<file path="config.mk">
export PLATFORM = sky130hd
export DESIGN_NAME = scanline_buffer_writer
export DESIGN_NICKNAME = d
export VERILOG_FILES = /design/src/rtl/scanline_buffer_writer.sv
export SDC_FILE = /design/constraint.sdc
export NUM_CORES = 1
export LEC_CHECK = 0
export CELL_PAD_IN_SITES_DETAIL_PLACEMENT = 0
export CELL_PAD_IN_SITES_GLOBAL_PLACEMENT = 1
export CORE_MARGIN = 2
export CORE_UTILIZATION = 40
export CTS_CLUSTER_DIAMETER = 200
export DETAILED_ROUTE_END_ITERATION = 8
export PLACE_DENSITY_LB_ADDON = 0.25
export SKIP_LAST_GASP = 1
export SLEW_MARGIN = 0
export SYNTH_ARGS = -nofsm -noshare
export SYNTH_HDL_FRONTEND = slang
export SYNTH_SLANG_ARGS = --single-unit
</file>
<file path="constraint.sdc">
create_clock -name sys_clk -period 3.9 [get_ports sys_clk]
set_input_delay 0.585 -clock sys_clk [delete_from_list [all_inputs] [get_ports sys_clk]]
set_output_delay 0.585 -clock sys_clk [all_outputs]
set_load 0.1 [all_outputs]
</file>
<file path="src/rtl/scanline_buffer_writer.sv">
// ---------------------------------------------------------------------------
// scanline_buffer_writer
//
// System-clock producer for the VGA scanline double buffer. Rendered pixels
// arrive on a valid/ready stream. They are written into one of two line
// banks: bank 0 starts at word 0 and bank 1 starts at word LINE_WIDTH. The
// VGA output stage reads those banks.
//
// The writer starts a frame on frame_start. It prefills both banks after
// render_start. It then frees one bank each time the display has shown that
// bank for 2 or 4 scanlines. underrun is set when the display moves on to a
// bank that is not completely written.
//
// Ports:
//   sys_clk, reset_n          clock; asynchronous active-low reset
//   frame_start               pulse: start of VGA frame, returns to IDLE
//   render_start              pulse: playfield begins, requests both banks
//   scanline_start            pulse: one per displayed VGA scanline
//   pixel_scale               0: bank shown 2 lines, 1: 4 lines (latched)
//   line_req / line_bank      renderer may supply pixels for line_bank
//   pix_valid/pix_data/
//   pix_ready                 renderer pixel stream (RGB565)
//   buf_we/buf_addr/buf_data  registered line buffer write port
//   underrun                  sticky flag, cleared by frame_start
// ---------------------------------------------------------------------------
module scanline_buffer_writer #(
    parameter int LINE_WIDTH = 640,
    parameter int ADDR_W     = 11
) (
    input  logic              sys_clk,
    input  logic              reset_n,
    input  logic              frame_start,
    input  logic              render_start,
    input  logic              scanline_start,
    input  logic              pixel_scale,
    output logic              line_req,
    output logic              line_bank,
    input  logic              pix_valid,
    input  logic [15:0]       pix_data,
    output logic              pix_ready,
    output logic              buf_we,
    output logic [ADDR_W-1:0] buf_addr,
    output logic [15:0]       buf_data,
    output logic              underrun
);

    typedef enum logic [1:0] {
        IDLE,
        ARMED,
        RUN
    } state_t;

    state_t            state;
    logic [1:0]        free_banks;   // banks the renderer may still fill, 0..2
    logic              wbank;
    logic [ADDR_W-1:0] x;
    logic [2:0]        sl_cnt;       // scanlines shown from the current bank
    logic              scale_l;

    logic              accept;
    logic              complete;
    logic              rel;
    logic [2:0]        sl_inc;
    logic [2:0]        lpb;
    logic [1:0]        fb_eff;
    logic [1:0]        fb_next;

    // The ready signal depends only on registered state. This keeps it free of
    // any combinational path from pix_valid.
    assign pix_ready = (state != IDLE) && (free_banks != 2'd0);
    assign line_req  = pix_ready;
    assign line_bank = wbank;

    // NOTE: every signal written in always_comb gets a default first, so no
    // path through the block can leave it unassigned and infer a latch.
    always_comb begin
        accept   = pix_valid && pix_ready;
        complete = accept && (x == ADDR_W'(LINE_WIDTH - 1));
        sl_inc   = sl_cnt + 3'd1;
        lpb      = scale_l ? 3'd4 : 3'd2;
        rel      = (state == RUN) && scanline_start && (sl_inc == lpb);
        // A bank completed in the same cycle is already accounted for here.
        // As a result, a completion and a release in one cycle cancel out.
        fb_eff   = free_banks - {1'b0, complete};
        fb_next  = fb_eff;
        if (rel) begin
            fb_next = (fb_eff == 2'd2) ? 2'd2 : fb_eff + 2'd1;
        end
    end

    // NOTE: sequential state uses non-blocking assignments only. All
    // registers therefore update together from the values sampled at the
    // edge.
    always_ff @(posedge sys_clk or negedge reset_n) begin
        if (!reset_n) begin
            state      <= IDLE;
            free_banks <= 2'd0;
            wbank      <= 1'b0;
            x          <= '0;
            sl_cnt     <= 3'd0;
            scale_l    <= 1'b0;
            buf_we     <= 1'b0;
            buf_addr   <= '0;
            buf_data   <= 16'd0;
            underrun   <= 1'b0;
        end else if (render_start) begin
            // render_start takes priority over a coincident frame_start.
            state      <= ARMED;
            free_banks <= 2'd2;
            wbank      <= 1'b0;
            x          <= '0;
            sl_cnt     <= 3'd0;
            scale_l    <= pixel_scale;
            buf_we     <= 1'b0;
        end else if (frame_start) begin
            // Any line in progress is dropped. No further writes are issued.
            state      <= IDLE;
            free_banks <= 2'd0;
            wbank      <= 1'b0;
            x          <= '0;
            underrun   <= 1'b0;
            buf_we     <= 1'b0;
        end else begin
            buf_we <= accept;
            if (accept) begin
                buf_addr <= (wbank ? ADDR_W'(LINE_WIDTH) : '0) + x;
                buf_data <= pix_data;
                if (complete) begin
                    x     <= '0;
                    wbank <= ~wbank;
                end else begin
                    x <= x + 1'b1;
                end
            end

            free_banks <= fb_next;

            if (scanline_start) begin
                if (state == ARMED) begin
                    // The first scanline puts bank 0 on screen. Nothing is
                    // released yet.
                    state  <= RUN;
                    sl_cnt <= 3'd0;
                end else if (state == RUN) begin
                    sl_cnt <= rel ? 3'd0 : sl_inc;
                end
            end

            // The display has moved on to a bank the renderer has not
            // finished.
            if (rel && (fb_eff != 2'd0)) begin
                underrun <= 1'b1;
            end
        end
    end

endmodule

</file>
---- Word-level counts from Yosys, hierarchy flattened ----
Cells that the tools add are included.
word-level totals
  flip-flop bits (word level) ............. 49
  word-level logic and storage cells ...... 73
  output and inout port bits .............. 32
cells by class
  eq/ne operators ......................... 6
  reduce and logical (&&, ||, !) cells .... 21
  muxes and demuxes ....................... 28
  bitwise operators ....................... 3
  add/subtract/negate cells ............... 5
operators with widths
  kind                                                                     number
  11-bit 2-to-1 mux                                                        4
  3-bit 2-to-1 mux                                                         7
  2-bit 2-to-1 mux                                                         8
  3-bit nonzero test                                                       5
  10-bit by 11-bit adder with 11-bit output                                1
  11-bit by 1-bit adder with 11-bit output, second input constant          1
  11-bit by 10-bit == test with 1-bit output, second input constant        1
  10-bit 2-to-1 mux                                                        1
  2-bit nonzero test                                                       5
  1-bit 2-to-1 mux                                                         8
  1-bit logical AND                                                        6
  2-bit AND reduction                                                      3
  3-bit AND reduction                                                      2
  2-bit == test, second input constant                                     2
  3-bit by 1-bit adder with 3-bit output, second input constant            1
  3-bit == test                                                            1
  1-bit inverter                                                           3
  2-bit by 1-bit adder with 2-bit output, second input constant            1
  2-bit by 1-bit == test with 1-bit output, second input constant          1
  2-bit by 1-bit inequality test with 1-bit output, second input constant  1
  2-bit by 1-bit subtractor with 2-bit output                              1

---- Depth between registers and ports, before layout ----
  depth in word-level cells ............... 10
  gate-level depth with buffers ........... 9
  mapped depth without buffers ............ 9

---- Least setup slack after synthesis ----
No wires, ideal clock.
  path kind ............................... register to output
  from .................................... register state[0]
  to ...................................... output port pix_ready
  stages on the path, launching flop included .. 5
  path slack .............................. 1,008 ps
  arrival time ............................ 2,307 ps
  buffers on the path ..................... 2
  cells stage by stage .................... dfrtp_1 buf_2 nor2_1 nor2_1 buf_4
between the ends
  longest elaborated chain between the ends .. 2
RTL lines
  what                    line  source
  from (decl)             53    state_t state;
  from (signal assigned)  96    state <= IDLE;
  from (signal assigned)  108   state <= ARMED;
  from (signal assigned)  117   state <= IDLE;
  2-bit nonzero test      70    assign pix_ready = (state != IDLE) && (free_banks != 2'd0);
  1-bit logical AND       70
  to (decl)               40    output logic pix_ready,
No other way between the ends.

---- Final worst setup path ----
  from .................................... register state[1]
  to ...................................... output port pix_ready
The elaborated chain is that of the path after synthesis.

==> results.txt <==
The flow ran to the end, and the final reports show no timing, DRC or antenna violations. The logs give 171 µm for the detailed route wirelength on metal3 and 2.32 mm for the met1 routed wirelength after detailed routing. The worst-case vdd ir drop was 0.277 mV. The cell that appears most often on the critical path is nor2_1. Between clock sinks in the finished design, the worst skew comes to 0.00531 ns. The logs give 1850 for the via count of the first global-routing pass and 0 for the number of pins with negative max-slew slack in the final report. The part of the power in registers is 40.8%, and the routed wire length is 4.93 mm. TritonCTS built the clock tree.

The time the final worst path needs with I/O delays and setup works out to 2.75 ns. The placed instance area is 0.00298 mm². The endpoint kind of the worst setup timing path is a primary output.

Once detail routing completed, the nets flagged for antenna violations numbered 0. The fraction of synthesized cell area taken by the top area cell type is 51.2%. In the layout the commonest cells are nand2_1 (81), clkdlybuf4s50_1 (53), dfrtp_1 (49).

After clock tree synthesis, the clock-pin slew on the worst setup and hold paths is 0.09 ns. The tools report the maximum root-to-sink buffer count as 2. For the net count after synthesis, the log shows 291. In the final timing run, aggregate negative setup slack is 0 ns. The number of cells upsized or downsized after cts was 0. The tools report the number of sinks on the clock net as 49. Traced cell by cell, the critical path runs through nor2_1 -> nor2_1 -> clkdlybuf4s50_1. The boundary pin count came out at 55. The worst path uses 70.6% of the clock period. The run gives 2.17 ns as the arrival time at the worst endpoint. The worst setup path is of the reg -> out kind. The tool flagged a number of max-cap violations equal to 0. The peak fanout along the critical path is 9, and the relative contribution of combinational cells to total power is 34.6%. The area of the core region came out at 0.00585 mm². Counting flops with an async set or reset pin after synthesis yields a share of 100%. For the global-route congestion overflow total, the log shows 0.

At the pin with the least slew margin, the transition time is 0.997 ns. The site row count was 28; the final instance area was 0.00308 mm². The cell area after technology mapping is 0.00239 mm². The worst setup path is launched from a register. The cell count after synthesis was 262; the deepest level of the CTS H-tree was 2.

The tools report the total vias in the final route as 1932. The synthesized design contains 49 register bits. Leakage power of the design: 1.43 nW.

Signal routing reaches up to met4. Type of the most critical hold path: in -> async. For this run, the post-layout net count is 341. The number of enable-type register cells in the synthesized netlist was 0.

Most frequent standard cell in the layout excluding fill and tap cells: nand2_1. The fraction of power spent switching nets is 39.7%, and the clock latency on the worst-skew pair is 0.29 ns. The overall die area is 0.00662 mm², and the largest net degree at the start of global routing is 39. For the total number of yosys warnings, the log shows 0. The internal power contribution was 0.000849 W; the power density over cell area was 457 mW/mm². The clock tree root driver cell was clkbuf_8.

In this run the horizontal extent of the chip is 81.4 µm. For this configuration, the core starts out at a cell density of 40.9%. The largest individual stage delay along the critical path comes from the cell clkdlybuf4s50_1.

The die height came out at 81.4 µm. The synthesis-to-finish area growth is 28.6%. The worst hold slack came out at 0.208 ns.

For this run, the share of the core covered by cells in the final layout is 52.7%. The largest single stage delay on the critical path is 1.15 ns. The mean routed wirelength per cell works out to 12.7 µm. Overall power consumption after layout is estimated at 0.00141 W.

Setup violations remaining at the end of the flow were counted as 0. The post-route netlist has 6.41% of its cells at a drive strength greater than 1. The tools report the total clock buffers created by CTS as 5. In the post-synthesis netlist, the biggest area contributors are dfrtp_1 (51%), nand2_1 (13%), ha_1 (3.1%), nor2_1 (2.0%), o21ai_0 (1.9%). A synthesized cell averages 9.14 µm².

The part of the Yosys area used for sequential elements is 51.2%. The number of distinct library cell variants in the gate-level netlist after synthesis was 52. Dividing the detail-routed via count by the number of cells gives 4.99. For this design, the CTS-stage hold fixing added 0 buffers. Headroom to the max-slew limit came out at 33.3%.

The logs give 3.31 ns for the required time reported for the critical path endpoint and 16.4% for the overall track demand over capacity in global routing. The logs give 2.40 mm for the routed wire length on met2 and 4 for the first-pass iteration count of the detailed router. For this block, the initial DRC count from the detailed router was 106. Routability-driven placement finished with a final weighted congestion of 0.814.

Setup repair after global routing left no endpoint under its margin. The number of antenna diodes in the final layout is 0. The number of antenna violations at the first check in global routing is 0.

The buffer count from post-CTS setup fixing was 0; the achievable clock frequency was 363 MHz. Once detailed placement completed, the half-perimeter wirelength came to 3.57 mm. The count of input and output buffers came out at 54. Among all flip-flop cells after synthesis, the most frequent one is dfrtp_1.

Summed over all nets, the switching power comes to 0.000560 W. For this run, design rule violations remaining after detail routing come to 0. Measured in cells, the most critical reg-to-reg path has a length of 9. The first global-routing pass estimated 8.37 mm of wire.

The fraction of power consumed by the clock network came out at 24.6%. The cell type with the highest aggregate area in the netlist is dfrtp_1. For the final hold violation count, the log shows 0.
worst paths after layout:
kind	slack, ns	startpoint	end
setup / recovery	1.15	state[1]	pix_ready
hold / removal	0.21	reset_n	buf_addr[2]
setup reg to reg	1.69	x[0]	free_banks[1]
hold reg to reg	0.48	buf_data[3]	buf_data[3]
max in group asynchronous	2.95	reset_n	buf_data[8]
min in group sys_clk	0.48	buf_data[3]	buf_data[3]
stage by stage:
stage / setup WS, ns / instances
global placement: 1.45 / 380
global route: 1.04 / 387
detailed placement: 1.41 / 380
floorplan: 1.01 / 262
finish: 1.15 / 387
CTS: 1.14 / 387
state kept, by name (all words and copies together), names as in the netlist:
signal / cells
state: 2
line_bank: 1
underrun: 1
free_banks: 2
x: 11
buf_addr: 11
buf_we: 1
scale_l: 1
sl_cnt: 3
buf_data: 16
critical path: cells and delay by family (launching register included):
| family | cells | cell delay (ns) |
|---|---|---|
| and+or+nand+nor | 2 | 0.24 |
| buffers and inverters | 1 | 1.15 |
| DFF | 1 | 0.49 |
logic make-up after synthesis:
| logic type | after synthesis | share of synthesized area, % |
|---|---|---|
| mux | 3 | 1.31 |
| compound gates | 36 | 10.7 |
| flops | 49 | 51.2 |
| fa+ha+maj | 6 | 3.13 |
| simple gates | 139 | 26.7 |
| buf+inv | 21 | 4.02 |
| xor+xnor | 8 | 2.93 |
power by group through the flow:
stage	sequential [W]	combinational, W	clock (W)
4_1_cts	0.000576	0.000492	0.000358
3_3_place_gp	0.000584	0.000491	0
6_report	0.000575	0.000488	0.000346
3_5_place_dp	0.000585	0.000491	0
2_1_floorplan	0.000864	0.0000813	0
5_1_grt	0.000582	0.000509	0.000381
metal layers:
layer  GRT usage (%)  vias to the layer above
li1                -                      980
met2            28.4                       31
met5               0                        -
met1            21.0                      916
met3            3.00                        5
met4            4.58                        0
Yosys cell counts (4+ instances only):
cell      count
o21ai_0       9
ha_1          6
and3_1        5
inv_1         6
nand3_1       7
nand2b_1      4
nor2_1       13
dfrtp_1      49
nor3_1        8
xnor2_1       5
nand2_1      81
a21oi_1       5
buf_2         5
clkbuf_1      6
final cells by class:
cell class,count,area [µm²]
clock buffers,5,68.8
clock inverters,2,35.0
fillers,557,2770
inverters,7,26.3
multi-input cells,192,1070
flip-flops and latches,49,1230
well taps,75,93.8
repair buffers,57,558
No activity file was read; power rests on OpenSTA's default activity.
